--- config.mk ---
export PLATFORM = sky130hd
export DESIGN_NAME = touch_event_decoder
export DESIGN_NICKNAME = d
export VERILOG_FILES = /design/src/rtl/touch_event_decoder.sv
export SDC_FILE = /design/constraint.sdc
export NUM_CORES = 2
export LEC_CHECK = 0
export ABC_AREA = 1
export ABC_CLOCK_PERIOD_IN_PS = 13300
export CAP_MARGIN = 0
export CORE_MARGIN = 2
export CORE_UTILIZATION = 35
export CTS_BUF_LIST = sky130_fd_sc_hd__clkbuf_8
export DETAILED_ROUTE_END_ITERATION = 8
export PLACE_DENSITY = 0.57
export SYNTH_ARGS = -nofsm -noshare
export SYNTH_HDL_FRONTEND = slang
export SYNTH_SLANG_ARGS = --single-unit
--- constraint.sdc ---
create_clock -name clock -period 13.3 [get_ports clock]
set_clock_uncertainty 0.1 [all_clocks]
set_input_delay 1.995 -clock clock [delete_from_list [all_inputs] [get_ports clock]]
set_output_delay 1.995 -clock clock [all_outputs]
set_load 0.02 [all_outputs]
--- src/rtl/touch_event_decoder.sv ---
// Capacitive touch decoder: snapshots nine 32-bit pad counts once per sensing
// period, learns per-pad baselines, then scans pads serially to produce
// debounced touch levels and single-cycle hit events.
module touch_event_decoder #(
  parameter logic [16:0] SAMPLE_PERIOD = 17'd100002,
  parameter int unsigned CAL_LOG2      = 3,
  parameter logic [31:0] TOUCH_DELTA   = 32'd200,
  parameter logic [31:0] RELEASE_DELTA = 32'd100,
  parameter logic [1:0]  DEBOUNCE      = 2'd2
) (
  input  logic         clock,
  input  logic         reset,
  input  logic [287:0] readings,
  output logic [8:0]   touched,
  output logic         hit_valid,
  output logic [3:0]   hit_index,
  output logic         calibrated
);

  localparam int unsigned NPAD   = 9;
  localparam int unsigned CNT_W  = 32;
  localparam int unsigned SUM_W  = CNT_W + CAL_LOG2;
  localparam int unsigned IDX_W  = 4;
  localparam int unsigned PCNT_W = 17;
  localparam int unsigned CALC_W = CAL_LOG2 + 1;
  localparam int unsigned DEB_W  = 2;

  localparam logic [IDX_W-1:0]  LAST_IDX  = IDX_W'(NPAD - 1);
  localparam logic [CALC_W-1:0] CAL_SCANS = CALC_W'(2 ** CAL_LOG2);

  typedef enum logic {
    IDLE = 1'b0,
    SCAN = 1'b1
  } state_t;

  state_t                state_q, state_d;
  logic [IDX_W-1:0]      idx_q, idx_d;
  logic [PCNT_W-1:0]     pcnt_q;
  logic                  launch_c;
  logic [CNT_W-1:0]      snap_q [NPAD];
  logic [SUM_W-1:0]      sum_q [NPAD];
  logic [CNT_W-1:0]      base_q [NPAD];
  logic [DEB_W-1:0]      deb_q [NPAD];
  logic [DEB_W-1:0]      deb_d [NPAD];
  logic [NPAD-1:0]       touched_q, touched_d;
  logic                  hit_valid_q, hit_valid_d;
  logic [IDX_W-1:0]      hit_index_q, hit_index_d;
  logic                  cal_q;
  logic [CALC_W-1:0]     cal_cnt_q;
  logic                  scan_done_q;

  logic [CNT_W-1:0]      pad_c;
  logic [CNT_W-1:0]      base_c;
  logic [CNT_W-1:0]      delta_c;
  logic [DEB_W-1:0]      deb_inc_c;

  assign launch_c = (pcnt_q == SAMPLE_PERIOD - PCNT_W'(1));

  // Current pad under scan and its saturating rise above baseline.
  always_comb begin
    pad_c     = snap_q[idx_q];
    base_c    = base_q[idx_q];
    delta_c   = (pad_c > base_c) ? (pad_c - base_c) : '0;
    deb_inc_c = deb_q[idx_q] + DEB_W'(1);
  end

  // Scan sequencing and per-pad touch/debounce decision.
  always_comb begin
    state_d     = state_q;
    idx_d       = idx_q;
    touched_d   = touched_q;
    deb_d       = deb_q;
    hit_valid_d = 1'b0;
    hit_index_d = hit_index_q;
    case (state_q)
      IDLE: begin
        if (launch_c) begin
          state_d = SCAN;
          idx_d   = '0;
        end
      end
      SCAN: begin
        if (idx_q == LAST_IDX) begin
          state_d = IDLE;
          idx_d   = '0;
        end else begin
          idx_d = idx_q + IDX_W'(1);
        end
        if (cal_q) begin
          if (!touched_q[idx_q]) begin
            if (delta_c >= TOUCH_DELTA) begin
              if (deb_inc_c == DEBOUNCE) begin
                touched_d[idx_q] = 1'b1;
                deb_d[idx_q]     = '0;
                hit_valid_d      = 1'b1;
                hit_index_d      = idx_q;
              end else begin
                deb_d[idx_q] = deb_inc_c;
              end
            end else begin
              deb_d[idx_q] = '0;
            end
          end else if (delta_c < RELEASE_DELTA) begin
            touched_d[idx_q] = 1'b0;
          end
        end
      end
      default: begin
        state_d = IDLE;
        idx_d   = '0;
      end
    endcase
  end

  // FSM, period counter and touch-state registers.
  always_ff @(posedge clock) begin
    if (reset) begin
      state_q     <= IDLE;
      idx_q       <= '0;
      pcnt_q      <= '0;
      touched_q   <= '0;
      hit_valid_q <= 1'b0;
      hit_index_q <= '0;
      for (int i = 0; i < NPAD; i++) deb_q[i] <= '0;
    end else begin
      state_q     <= state_d;
      idx_q       <= idx_d;
      pcnt_q      <= launch_c ? '0 : pcnt_q + PCNT_W'(1);
      touched_q   <= touched_d;
      hit_valid_q <= hit_valid_d;
      hit_index_q <= hit_index_d;
      deb_q       <= deb_d;
    end
  end

  // Snapshot capture, calibration accumulation and baseline latch.
  always_ff @(posedge clock) begin
    if (reset) begin
      cal_q       <= 1'b0;
      cal_cnt_q   <= '0;
      scan_done_q <= 1'b0;
      for (int i = 0; i < NPAD; i++) begin
        snap_q[i] <= '0;
        sum_q[i]  <= '0;
        base_q[i] <= '0;
      end
    end else begin
      scan_done_q <= (state_q == SCAN) && (idx_q == LAST_IDX);
      if (launch_c) begin
        for (int i = 0; i < NPAD; i++) snap_q[i] <= readings[32*i +: 32];
      end
      if ((state_q == SCAN) && !cal_q) begin
        sum_q[idx_q] <= sum_q[idx_q] + SUM_W'(pad_c);
        if (idx_q == LAST_IDX) cal_cnt_q <= cal_cnt_q + CALC_W'(1);
      end
      if (scan_done_q && !cal_q && (cal_cnt_q == CAL_SCANS)) begin
        cal_q <= 1'b1;
        for (int i = 0; i < NPAD; i++) base_q[i] <= CNT_W'(sum_q[i] >> CAL_LOG2);
      end
    end
  end

  assign touched    = touched_q;
  assign hit_valid  = hit_valid_q;
  assign hit_index  = hit_index_q;
  assign calibrated = cal_q;

endmodule

# Word level (Yosys, flattened, before mapping)
# Memory sizes are Yosys's and may differ from the RTL's. A register that Yosys moved wholly into a read port is not among the register bits.
# Cells that the tools add are included.
dict set report totals {
  ram_bits 891
  word_cells 145
  mem_count 3
  inputBits 290
  ff_bits 60
  out_inout_bits 15
}
dict set report op_classes {
  magnitude_cmp 7
  eq_ne 6
  mux 61
  n_addsub 6
  n_reduce_logical 16
  bitwise 28
}
# memory words width rd rd_ports_with_merged_regs write_ports line
set memory_table {}
lappend memory_table {sum_q 9 35 10 1 9 41} ;# logic [SUM_W-1:0] sum_q [NPAD];
lappend memory_table {base_q 9 32 1 1 9 42} ;# logic [CNT_W-1:0] base_q [NPAD];
lappend memory_table {snap_q 9 32 1 1 9 40} ;# logic [CNT_W-1:0] snap_q [NPAD];
# cell count
set op_table {}
lappend op_table {{2-to-1 mux 32 bit} 19}
lappend op_table {{2-to-1 mux 18 bit} 2}
lappend op_table {{2-to-1 mux 4 bit} 9}
lappend op_table {{2-to-1 mux 9 bit} 4}
lappend op_table {{adder 35 x 32 -> 35 bit} 1}
lappend op_table {{2-to-1 mux 35 bit} 1}
lappend op_table {{OR reduction 35 bit} 1}
lappend op_table {{greater-or-equal comparator 32 x 8 -> 1 bit (second input constant)} 1}
lappend op_table {{> comparator 32 bit} 1}
lappend op_table {{< comparator 32 x 7 -> 1 bit (second input constant)} 1}
lappend op_table {{subtractor 32 bit} 1}
lappend op_table {{AND 18 bit} 1}
lappend op_table {{bitwise mux 18 bit} 1}
lappend op_table {{NOT 18 bit} 1}
lappend op_table {{bitwise OR 1 bit} 18}
lappend op_table {{adder 17 x 1 -> 17 bit (second input constant)} 1}
lappend op_table {{== test 17 bit (second input constant)} 1}
lappend op_table {{2-to-1 mux 1 bit} 16}
lappend op_table {{AND reduction 5 bit} 2}
lappend op_table {{AND 9 bit} 1}
lappend op_table {{NOT 9 bit} 1}
lappend op_table {{bitwise OR 9 bit} 1}
lappend op_table {{adder 4 x 1 -> 4 bit (second input constant)} 2}
lappend op_table {{binary-select mux 2 bit (select 4 bit)} 1}
lappend op_table {{other kinds (24)} 36}

# Logic depth before layout (Yosys ltp)
dict set report logic_depth {
  word_depth 9
  mapped_depth 35
  ltp_nobuf 30
}

# Worst setup path before layout
# Ideal clock, no wire load.
dict set report synth_timing {
  kind {in2reg}
  start {input port reset}
  end {memory snap_q[0][0] (enable)}
  path_stages 4
  slack_ps 1832
  arrival_time_ps 10603
  n_path_buf 2
  required_ps 12435
  path_cell_list {clkbuf_1 clkinv_1 nand2_1 clkbuf_1}
}
# element line
set synth_lines {}
lappend synth_lines {{start: declaration} 12} ;# input logic reset,
lappend synth_lines {{end: declaration} 40}

==> results.toml <==
[outcome]
run_status = "finished clean"

[cts]
insertion_delay_ps = 930
tritoncts = "done"
post-cts-setup-buffer-count = 0
cts_resized = 0
clkSinkCount = 1200
ctsHoldBuffers = 0
cts_bufs_inserted = 189
cts.htree.levels = 4
clkTransAtPathRegs_ps = 70
clk_root_buffer_cell = "clkbuf_8"
clock_tree.buffer_depth = 3

[sta]
tightest_slew_ps = 1320
slew-limit-headroom_pct = 11.9
timing_hold_violations_final = 0
timing.final.ws_setup_ps = 6220
max_freq_ghz = 0.141
fin_crit_ps = 7080
whs_ps = 346
finalSetupViolCount = 0
min_period_over_period_pct = 53.2
finalMaxSlewViolations = 0
grt_setup_unrepaired = "no"
setup-tns-final_ps = 0

[grt]
grt_pass1_wl_mm = 259
track_usage_pct = 20.2
grt_start_max_net_pins = 204
grt_antenna_before_repair = 3
globalRoute.totalOverflow = 0
number_of_global_route_vias_before_repair = 42764

[power]
design_power_total_mw = 7.79
power.density_cell_area_mw_per_mm2 = 118
vdd_drop_max_mv = 0.0767
power_leakage_nw = 25.9

[job]
maxCapViolCount = 0

[yosys]
syn-mean-instance-area_um2 = 9.62
ys.flop_type = "edfxtp_1"
postSynth.asyncResetShare_pct = 0
post_synth_instance_area_mm2 = 0.0572
yosysUniqueCellTypes = 59
sequential_area_share_after_synthesis_pct = 61.9
synth_nets = 6308
ys_top_cells_by_count = "nor2_1, edfxtp_1, inv_1, o21ai_0, nand2_1"
synth.largest_area_cell = "edfxtp_1"
synth.top_cells.by_area = "edfxtp_1, nor2_1, inv_1"
synth-edff-count = 1136
syn_inst = 5943
yosysMostFrequentCell = "nor2_1"
yosysWarningCount = 0
netlist.area_leader.share_pct = 59.7
postSynthRegisterBits = 1200

[final_layout]
drive_gt1_share_pct = 6.82
layout.core_utilization_pct = 40.6
layout.cells.non_filler = 8509
fillCellCount = 16008
area_growth_syn_to_layout_pct = 15.2
num-nets-final = 6550
design_area_mm2 = 0.0659

[drt]
route.antenna.remaining_nets = 0
avgRoutedWirePerCell_um = 20.3
detailedRoute.firstPassIterationCount = 6
detailedRoute.firstIterationViolations = 3776
drt_drc_violations_left = 0
route.detailed.vias_per_inst = 5.10
postRouteWirelength_mm = 172
routed-via-count = 43381

[worst_setup_path]
worst-setup-path-type = "reg2reg"
setup.worst_path.start_class = "flop"
worstPathMaxFanout = 81
setup.worst_path.end_class = "flop"
req_time_crit_path_ps = 14010
worst-endpoint-arrival_ps = 7790

[placement]
place_ws_ps = 6300
placed_cell_areas_mm2 = 0.0625
place.detailed.instances = 8169
io_buffers = 304
detailed_place_hpwl_mm = 106
gp_routability_congestion = 0.908

[floorplan]
design.portCount = 305
placementRows = 148
floorplan.die.height_um = 408
die_area_mm2 = 0.167
coreArea_mm2 = 0.162
chipWidth_um = 408
floorplan.initialDensity_pct = 35.2

[min_path]
hold_path.class = "reg2reg"
metal layers:
layer / global-route usage (%) / part of all wire [%] / vias to the layer above / wire, µm
li1: - / - / 20445 / -
met2: 32.6 / 46 / 1697 / 80000
met3: 3.66 / 7.7 / 260 / 13300
met4: 6.45 / 2.6 / 0 / 4440
met5: 0 / 0 / - / 0
met1: 27.5 / 43 / 20979 / 74600
power breakdown:
| part | leakage (nW) | internal, mW | total [mW] | switching, mW |
|---|---|---|---|---|
| sequential | 11.7 | 4.26 | 4.30 | 0.0347 |
| combinational | 12.3 | 0.196 | 0.606 | 0.410 |
| clock | 1.97 | 1.40 | 2.89 | 1.49 |
cell type report:
class | instances | area, µm² | share of cell area (%)
flip-flops and latches | 1200 | 35400 | 53.8
multi-input cells | 3520 | 17300 | 26.2
repair buffers | 388 | 3740 | 5.67
inverters | 886 | 3350 | 5.09
well taps | 2175 | 2720 | 4.13
clock buffers | 191 | 2630 | 3.99
clock inverters | 147 | 732 | 1.11
diodes | 2 | 5.00 | 0.00760
cell families (layout without fill, tap and decap cells):
group / after synthesis / after routing / synth area share (%)
fa+ha+maj: 75 / 75 / 1.67
other cells: 0 / 2 / 0
compound gates: 1123 / 1123 / 11.5
simple gates: 2284 / 2284 / 16.2
flops: 1200 / 1200 / 61.9
buf+inv: 1223 / 1612 / 8.09
xor+xnor: 38 / 38 / 0.661
flip-flops by register name, indices dropped and copies added (netlist names), named ones only:
| name | cells |
|---|---|
| sum_q | 560 |
| base_q | 288 |
| snap_q | 288 |
| deb_q | 18 |
| pcnt_q | 17 |
| cal_cnt_q | 4 |
| hit_index | 4 |
| idx_q | 4 |
| calibrated | 1 |
| hit_valid | 1 |
| scan_done_q | 1 |
| state_q | 1 |
cells in the final DEF, fill, tap and decap left out, drive strengths merged, types with 2 or more instances in the layout:
cell	netlist	layout
nor2	1441	1441
edfxtp	1136	1136
inv	875	953
o21ai	614	614
nand2	559	559
clkdlybuf4s50	0	304
a21oi	218	218
nand3	207	207
clkbuf	304	191
o221ai	174	174
buf	33	84
ha	73	73
clkinv	11	71
dfxtp	64	64
o211ai	39	39
o22ai	37	37
nand4	37	37
xnor2	21	21
xor2	17	17
nor3	17	17
o2111ai	9	9
o21a	6	6
nor3b	6	6
clkinvlp	0	6
a221oi	5	5
and2	5	5
nor4	5	5
nand3b	4	4
a31oi	4	4
o31ai	4	4
o21bai	4	4
bufinv	0	3
a21boi	3	3
diode	0	2
a31o	2	2
fa	2	2
worst paths after layout:
path | start | to | slack, ps | depth (start not counted)
worst max-delay path | flop | flop | 6220 | 27
worst min-delay path | hit_index[0]$_SDFFE_PP0P_ | hit_index[0]$_SDFFE_PP0P_ | 350 | 2
worst max register to register | flop | flop | 6220 | 27
worst min register to register | hit_index[0]$_SDFFE_PP0P_ | hit_index[0]$_SDFFE_PP0P_ | 350 | 2
critical path, cell delays in order, from the launching register on:
cell	delay, ps
dfxtp_4	820
buf_4	750
buf_4	720
buf_4	780
o21ai_0	200
o221ai_1	230
o211ai_1	140
nand2_1	190
ha_1	240
nand2_2	140
nor2_2	210
inv_2	60
nor3_2	250
nand2_1	110
nand2_1	160
nand2_1	90
nand3_1	70
nand2_1	70
o21ai_1	120
nand2_1	100
nor2_4	120
nand3_2	430
nand2_2	230
nand2_4	150
nand3_1	100
nand2_1	50
inv_1	50
nor2_1	40
Note: power is estimated with default switching activity, not from simulation.
